**config.mk**
```make
export PLATFORM = sky130hd
export DESIGN_NAME = prog_loader_flat
export DESIGN_NICKNAME = d
export VERILOG_FILES = /design/src/rtl/prog_loader_if.sv /design/src/rtl/prog_loader.sv /design/src/flat_wrapper.sv
export SDC_FILE = /design/constraint.sdc
export NUM_CORES = 1
export LEC_CHECK = 0
export BUFFER_PORTS_ARGS = -buffer_cell sky130_fd_sc_hd__buf_2
export CAP_MARGIN = 25
export CORE_ASPECT_RATIO = 1.1
export CORE_MARGIN = 5
export CORE_UTILIZATION = 55
export CTS_CLUSTER_DIAMETER = 200
export DETAILED_ROUTE_END_ITERATION = 6
export PLACE_DENSITY = 0.79
export SYNTH_ARGS = -nofsm -noshare
export SYNTH_HDL_FRONTEND = slang
export SYNTH_SLANG_ARGS = --single-unit
```
**constraint.sdc**
```tcl
create_clock -name clk -period 2.1 [get_ports clk]
set_input_delay 0.63 -clock clk [delete_from_list [all_inputs] [get_ports clk]]
set_output_delay 0.63 -clock clk [all_outputs]
set_load 0.005 [all_outputs]
```
**src/rtl/prog_loader_if.sv**
```systemverilog
// Byte-stream input and program-memory write port of the program loader.
// The master side is the host link plus memory observer. The slave side is the loader.
interface prog_loader_if;
  logic       in_valid;
  logic [7:0] in_data;
  logic       in_ready;
  logic       mem_we;
  logic [7:0] mem_addr;
  logic [7:0] mem_wdata;

  modport master (
    output in_valid, in_data,
    input  in_ready, mem_we, mem_addr, mem_wdata
  );

  modport slave (
    input  in_valid, in_data,
    output in_ready, mem_we, mem_addr, mem_wdata
  );
endinterface

```
**src/rtl/prog_loader.sv**
```systemverilog
// Program loader: receives a length-prefixed byte image over a valid/ready
// stream and writes it into program memory starting at BASE_ADDR. The
// processor is held in reset until a complete image has been loaded.
// Optional feature macro PROG_LOADER_CSUM_EN adds a trailing modulo-256
// checksum byte. A mismatch on that byte ends in the error state.
module prog_loader #(
  parameter logic [7:0] BASE_ADDR = 8'h00
) (
  input  logic        clk,
  input  logic        reset,
  input  logic        start_i,
  prog_loader_if.slave bus,
  output logic        cpu_hold_o,
  output logic        done_o,
  output logic        error_o
);

  typedef enum logic [2:0] {
    ST_IDLE = 3'd0,
    ST_LEN  = 3'd1,
    ST_DATA = 3'd2,
`ifdef PROG_LOADER_CSUM_EN
    ST_CSUM = 3'd3,
    ST_ERR  = 3'd5,
`endif
    ST_DONE = 3'd4
  } state_e;

  state_e     state_q, state_d;
  logic [8:0] count_q, count_d;      // bytes still expected in DATA; 256 when length byte is 0
  logic [7:0] idx_q, idx_d;          // offset of the next data byte from BASE_ADDR
  logic       in_ready_q, in_ready_d;
  logic       mem_we_q, mem_we_d;
  logic [7:0] mem_addr_q, mem_addr_d;
  logic [7:0] mem_wdata_q, mem_wdata_d;
  logic       cpu_hold_q, cpu_hold_d;
  logic       done_q, done_d;
  logic       accept_s;
`ifdef PROG_LOADER_CSUM_EN
  logic [7:0] csum_q, csum_d;
  logic       error_q, error_d;
`endif

  // in_ready_q always mirrors "state_q is LEN/DATA/CSUM", so acceptance is a clean AND.
  assign accept_s = bus.in_valid & in_ready_q;

  // Next-state, counters and registered-output decode.
  always_comb begin
    state_d     = state_q;
    count_d     = count_q;
    idx_d       = idx_q;
    mem_we_d    = 1'b0;
    mem_addr_d  = mem_addr_q;
    mem_wdata_d = mem_wdata_q;
`ifdef PROG_LOADER_CSUM_EN
    csum_d      = csum_q;
`endif
    case (state_q)
`ifdef PROG_LOADER_CSUM_EN
      ST_IDLE, ST_DONE, ST_ERR: begin
`else
      ST_IDLE, ST_DONE: begin
`endif
        if (start_i) begin
          state_d = ST_LEN;
          idx_d   = 8'h00;
`ifdef PROG_LOADER_CSUM_EN
          csum_d  = 8'h00;
`endif
        end else begin
          state_d = state_q;
        end
      end
      ST_LEN: begin
        if (accept_s) begin
          count_d = (bus.in_data == 8'h00) ? 9'd256 : {1'b0, bus.in_data};
          state_d = ST_DATA;
        end else begin
          state_d = ST_LEN;
        end
      end
      ST_DATA: begin
        if (accept_s) begin
          mem_we_d    = 1'b1;
          mem_addr_d  = BASE_ADDR + idx_q;
          mem_wdata_d = bus.in_data;
          idx_d       = idx_q + 8'd1;
          count_d     = count_q - 9'd1;
`ifdef PROG_LOADER_CSUM_EN
          csum_d      = csum_q + bus.in_data;
          state_d     = (count_q == 9'd1) ? ST_CSUM : ST_DATA;
`else
          state_d     = (count_q == 9'd1) ? ST_DONE : ST_DATA;
`endif
        end else begin
          state_d = ST_DATA;
        end
      end
`ifdef PROG_LOADER_CSUM_EN
      ST_CSUM: begin
        if (accept_s) begin
          state_d = (bus.in_data == csum_q) ? ST_DONE : ST_ERR;
        end else begin
          state_d = ST_CSUM;
        end
      end
`endif
      default: state_d = ST_IDLE;
    endcase

    // Outputs are registered from the next state so they change with the state.
    in_ready_d = 1'b0;
    done_d     = 1'b0;
    cpu_hold_d = 1'b1;
`ifdef PROG_LOADER_CSUM_EN
    error_d    = 1'b0;
`endif
    case (state_d)
      ST_LEN, ST_DATA: in_ready_d = 1'b1;
`ifdef PROG_LOADER_CSUM_EN
      ST_CSUM:         in_ready_d = 1'b1;
      ST_ERR:          error_d    = 1'b1;
`endif
      ST_DONE: begin
        done_d     = 1'b1;
        cpu_hold_d = 1'b0;
      end
      default: in_ready_d = 1'b0;
    endcase
  end

  // State and output registers; reset wins over any same-cycle start or byte.
  always_ff @(posedge clk) begin
    if (reset) begin
      state_q     <= ST_IDLE;
      count_q     <= 9'd0;
      idx_q       <= 8'h00;
      in_ready_q  <= 1'b0;
      mem_we_q    <= 1'b0;
      mem_addr_q  <= BASE_ADDR;
      mem_wdata_q <= 8'h00;
      cpu_hold_q  <= 1'b1;
      done_q      <= 1'b0;
`ifdef PROG_LOADER_CSUM_EN
      csum_q      <= 8'h00;
      error_q     <= 1'b0;
`endif
    end else begin
      state_q     <= state_d;
      count_q     <= count_d;
      idx_q       <= idx_d;
      in_ready_q  <= in_ready_d;
      mem_we_q    <= mem_we_d;
      mem_addr_q  <= mem_addr_d;
      mem_wdata_q <= mem_wdata_d;
      cpu_hold_q  <= cpu_hold_d;
      done_q      <= done_d;
`ifdef PROG_LOADER_CSUM_EN
      csum_q      <= csum_d;
      error_q     <= error_d;
`endif
    end
  end

  assign bus.in_ready  = in_ready_q;
  assign bus.mem_we    = mem_we_q;
  assign bus.mem_addr  = mem_addr_q;
  assign bus.mem_wdata = mem_wdata_q;
  assign cpu_hold_o    = cpu_hold_q;
  assign done_o        = done_q;
`ifdef PROG_LOADER_CSUM_EN
  assign error_o       = error_q;
`else
  assign error_o       = 1'b0;
`endif

endmodule

```
**src/flat_wrapper.sv**
```systemverilog
// flat-port wrapper written by rule: the top's interface ports become plain ports
module prog_loader_flat 
#(
  parameter logic [7:0] BASE_ADDR = 8'h00
)
  (clk, reset, start_i, cpu_hold_o, done_o, error_o, bus_in_valid, bus_in_data, bus_in_ready, bus_mem_we, bus_mem_addr, bus_mem_wdata);
  prog_loader_if bus_i ();
  input  logic clk;
  input  logic reset;
  input  logic start_i;
  output logic cpu_hold_o;
  output logic done_o;
  output logic error_o;
  input wire logic [$bits(bus_i.in_valid)-1:0] bus_in_valid;
  input wire logic [$bits(bus_i.in_data)-1:0] bus_in_data;
  output wire logic [$bits(bus_i.in_ready)-1:0] bus_in_ready;
  output wire logic [$bits(bus_i.mem_we)-1:0] bus_mem_we;
  output wire logic [$bits(bus_i.mem_addr)-1:0] bus_mem_addr;
  output wire logic [$bits(bus_i.mem_wdata)-1:0] bus_mem_wdata;
  assign bus_i.in_valid = bus_in_valid;
  assign bus_i.in_data = bus_in_data;
  assign bus_in_ready = bus_i.in_ready;
  assign bus_mem_we = bus_i.mem_we;
  assign bus_mem_addr = bus_i.mem_addr;
  assign bus_mem_wdata = bus_i.mem_wdata;
  prog_loader #(.BASE_ADDR(BASE_ADDR)) u_core (.clk(clk), .reset(reset), .start_i(start_i), .bus(bus_i), .cpu_hold_o(cpu_hold_o), .done_o(done_o), .error_o(error_o));
endmodule
```
Yosys cells after proc, flatten, opt, wreduce, memory -nomap -nowiden --
Index checks and enable logic that the tools add are counted.
Cells by class: $add $sub $neg 2, multipliers 0, divide/modulo/power cells 0, order comparisons 0, equality and inequality tests 10, shifts and indexed selects 0, multiplexer cells 16, bitwise gates (word level) 2, reductions and logical operators 10
Operators with widths (number):
- 9-bit two-way mux | 3
- 9-bit case mux with 2 select lines | 1
- 8-bit two-way mux | 2
- 8-bit case mux with 2 select lines | 1
- 9-bit by 1-bit == test with 1-bit output, second input constant | 1
- 3-bit two-way mux | 3
- 3-bit case mux with 3 select lines | 1
- 9-bit by 1-bit subtractor with 9-bit output, second input constant | 1
- 8-bit by 1-bit adder with 8-bit output, second input constant | 1
- 8-bit zero test | 1
- 3-bit by 1-bit == test with 1-bit output, second input constant | 2
- 3-bit by 2-bit == test with 1-bit output, second input constant | 2
- 3-bit == test, second input constant | 2
- 3-bit AND reduction | 2
- 2-bit OR reduction | 3
- 1-bit two-way mux | 4
- 2-bit by 1-bit inequality test with 1-bit output, second input constant | 2
- 2-bit nonzero test | 2
- 3-bit zero test | 1
- 2-bit two-way mux | 1
- 2-bit inequality test, second input constant | 1
- 2-bit AND reduction | 1
- 1-bit bitwise AND | 1
- 1-bit NOT | 1
Word-level totals: register bits 40, bits in latches 0, memory bits (writable) 0, bits in read-only memories 0, bits of input ports 12, output and inout bits 21, word-level logic and storage cells 49, memories kept 0

Depth between registers and ports, before layout --
depth in word-level cells 7, mapped depth 6, depth with buffers taken out 6

Least setup slack after synthesis --
OpenSTA, ideal clock, no wires.
kind input -> register, start input port bus_in_valid, end register u_core.count_q[7], arrival time 1.569 ns, required time 2.004 ns, setup slack 0.436 ns, stages 4, buffers on the path 1, cell sequence nand2_1 or3_1 clkbuf_1 o41ai_2
Between the ends: longest elaborated chain between the ends 3, elaborated cells on any way between the ends 4
Ends and longest elaborated chain:
- start: declaration | line flat_wrapper.sv:14 | input wire logic [$bits(bus_i.in_valid)-1:0] bus_in_valid;
- 1-bit bitwise AND * | line prog_loader.sv:45 | assign accept_s = bus.in_valid & in_ready_q;
- 2-bit by 1-bit inequality test with 1-bit output (no line)
- 3-bit AND reduction (no line) *
- end signal: assignment | line prog_loader.sv:150 | count_q <= count_d;
- end: declaration | line prog_loader.sv:30 | logic [8:0] count_q, count_d;
Every way passes the cells marked *; elsewhere a longest branch is shown, timed or not. A chain may end at the register's enable or synchronous reset.

Final worst setup path --
start register u_core.count_q[0], end register u_core.cpu_hold_q, in the netlist u_core.cpu_hold_o
Between the ends: longest elaborated chain between the ends 6
Ends and longest elaborated chain:
- 9-bit by 1-bit == test with 1-bit output | line prog_loader.sv:93 | state_d = (count_q == 9'd1) ? ST_DONE : ST_DATA;
- 3-bit two-way mux | line prog_loader.sv:93
- 3-bit two-way mux | line prog_loader.sv:83 | if (accept_s) begin
- 3-bit case mux with 3 select lines | line prog_loader.sv:58 | case (state_q)
- 3-bit == test | line prog_loader.sv:118 | case (state_d)
- 1-bit two-way mux | line prog_loader.sv:118
- end signal: assignment | line prog_loader.sv:156 | cpu_hold_q <= cpu_hold_d;
- end: declaration | line prog_loader.sv:36 | logic cpu_hold_q, cpu_hold_d;
Every way passes these cells.

==> summary.md <==
| Metric | Value |
|---|---|
| Slew Viols, Final | `0` |
| CTS buffer count | `5` |
| Antenna Nets Post-Route | `0` |
| Synthesized cell area | `roughly 1900 um^2` |
| Initial Utilization | `0.567` |
| Clock Latency Late Sink | `~0.35 ns` |
| Worst path arrival time | `about 2.1 ns` |
| Yosys warnings | `0` |
| CP Class | `register to register` |
| TritonCTS clock tree | `yes` |
| Pwr Total | `between 1 and 1.5 mW` |
| Crit path max fanout | `6` |
| Worst Setup End Kind | `register` |
| Router iterations before antenna repair | `4` |
| RSZ-0062 raised after global routing | `no` |
| Critical-path cell list | `ha_1 -> or3b_2 -> nor3_1 -> a32oi_1 -> or2_1` |
| Pwr dens | `a little under 700 nW/um^2` |
| Post-layout minimum cycle time | `between 1.5 and 2 ns` |
| Peak VDD IR | `0.535 mV` |
| CTS Sinks | `40` |
| Core box area | `approximately 3300 um^2` |
| Drt drc | `0` |
| Std-Cell Rows | `22` |
| Worst-case clock skew | `about 0.014 ns` |
| Total gr overflow | `0` |
| Maximum clock insertion buffer count | `2` |
| Tot GR Track Use | `0.190` |
| Avg WL per Cell | `14.6 um` |
| Post-synth EDFFs | `0` |
| Primary FF master, synth | `dfxtp_1` |
| Cell taking the most area after synthesis | `dfxtp_1` |
| DR vias | `~1700` |
| Synth cell types | `50` |
| Final hold vios | `0` |
| Final RePlAce weighted congestion | `0.852` |
| Reg clk slew, reported paths | `0.12 ns` |
| Util after Layout | `0.648` |
| Required time worst endpoint | `2.35 ns` |
| Post_cts resized | `0` |
| Initial DRC count | `about 90` |
| Post-DP HPWL | `3030 um` |
| Synth top area share | `0.428` |
| Status | `finished, final reports clean` |
| Post-Route WL | `about 4300 um` |
| # H-tree levels | `2` |
| Setup TNS | `0 ns` |
| Cell Area, Placed | `2050 um^2` |
| Chip width | `65.6 um` |
| R2R setup slack | `0.30 ns` |
| FFs w/ async S/R, synth | `0` |
| Vias per inst | `about 5.7` |
| Crit-path max cell delay | `roughly 0.45 ns` |
| Most frequent cells after synthesis | `dfxtp_1 (40), nand2_1 (37), a21oi_1 (32), nor2_1 (14)` |
| Clock root buffer | `clkbuf_4` |
| Total die area | `between 4000 and 5000 um^2` |
| I/O Pins | `33` |
| Diode count | `0` |
| Worst min-delay path class | `register to register` |
| P_leak | `between 0.8 and 0.9 nW` |
| Critical path's slowest cell | `dfxtp_1` |
| Global-route wire length before repair | `between 6000 and 7000 um` |
| Syn nets | `238` |
| Hold WS | `~0.46 ns` |
| Post-CTS setup buffer count | `0` |
| Setup violators final | `0` |
| Fmax | `roughly 550 MHz` |
| IO Port Bufs | `31` |
| Vias in the first global route | `between 1000 and 1500` |
| Register area share after synthesis | `0.428` |
| Startpoint types | `register` |
| Post-synthesis cell count | `about 220` |
| Synthesis-stage register bit count | `40` |
| Slew HR | `0.667` |
| Count leader, synth | `dfxtp_1` |
| Synth Area per Inst | `~8.4 um^2` |
| Nets | `between 200 and 300` |
| Worst path top cell family by delay | `simple AND/OR/NAND/NOR gates` |
| Worst-margin pin slew | `approximately 0.49 ns` |
| Ratio of cells with drive above 1 in the final layout | `0.227` |
| Die extent in y | `about 71 um` |
| Area grow syn2layout | `14.4%` |
| Period utilization | `0.859` |
| CP bufs+invs | `0` |
| Design area | `2140 um^2` |
| Largest net degree at the start of global routing | `22` |
| CTS Hold Buffers Added | `0` |
| Area contributors post-synth | `dfxtp_1 (43%), a21oi_1 (8.6%), nand2_1 (7.4%)` |
| Max cap viols | `0` |
| Initial antenna violation count | `0` |
-- stage by stage --
step                setup slack, ns  std cells
finish                        0.295        291
global route                  0.176        291
CTS                           0.286        291
detailed placement            0.240        283
global placement              0.275        283
floorplan                     0.436        223
-- layout make-up --
type,count,area [um^2]
clock buffers,7,65.1
clock inverters,1,30.0
fillers,301,1160
inverters,4,15.0
multi-input cells,165,977
flip-flops and latches,40,801
well taps,36,45.0
repair buffers,38,208
-- power by group --
part / switching, mW / internal [mW]
clock: 0.246 / 0.316
combinational: 0.0724 / 0.0478
sequential: 0.0139 / 0.768
total: 0.332 / 1.13
-- layer usage --
layer  up-vias  share of wire  global-route usage
met5         -              0                   0
met4         0          0.011              0.0553
met3         6          0.046              0.0587
met2        44           0.49               0.305
met1       769           0.45               0.243
li1        846              -                   -
-- registers in the layout, indices dropped and copies added, names as in the netlist --
name and count:
u_core.count_q 9, u_core.bus.mem_addr 8, u_core.bus.mem_wdata 8, u_core.idx_q 8, u_core.state_q 3, u_core.bus.in_ready 1
u_core.bus.mem_we 1, u_core.cpu_hold_o 1, u_core.done_o 1
-- layout by cell type, fill, tap and decap left out, types with 2 or more instances in the layout --
cell / instances
nand3_1: 7
nand4b_1: 2
inv_1: 4
nor4_1: 3
buf_2: 31
buf_4: 7
a21o_1: 3
nand2_1: 37
dfxtp_1: 40
clkbuf_4: 5
nand4_1: 3
mux2_2: 2
nor3b_1: 2
clkbuf_8: 2
o21ai_0: 6
o21a_1: 2
and3_1: 2
a211oi_1: 4
nand2b_1: 7
a21oi_1: 32
ha_1: 3
xnor2_1: 5
nor3_1: 5
or3b_2: 2
nor2_1: 14
-- path summary, 6_finish.rpt --
path         cells after the start                              endpoint                            startpoint
min                              2  u_core.bus.mem_wdata[3]$_SDFFE_PP0P_  u_core.bus.mem_wdata[3]$_SDFFE_PP0P_
max reg2reg                      5          u_core.cpu_hold_o$_SDFF_PP1_        u_core.count_q[0]$_SDFFE_PP0P_
max                              5          u_core.cpu_hold_o$_SDFF_PP1_        u_core.count_q[0]$_SDFFE_PP0P_
min reg2reg                      2  u_core.bus.mem_wdata[3]$_SDFFE_PP0P_  u_core.bus.mem_wdata[3]$_SDFFE_PP0P_
-- worst register-to-register path, stage by stage, from the launching register on --
cell and delay, ns:
dfxtp_1 0.45, ha_1 0.17, or3b_2 0.44, nor3_1 0.26, a32oi_1 0.14, or2_1 0.24
-- kinds of logic after synthesis --
family	Yosys count	share of synthesized area
simple gates	95	0.265
compound gates	58	0.194
flops	40	0.428
buf+inv	18	0.0501
xor+xnor	5	0.0234
fa+ha+maj	3	0.0201
mux	3	0.0174
other cells	1	0.00200
Note: power is estimated with default switching activity, not from simulation.
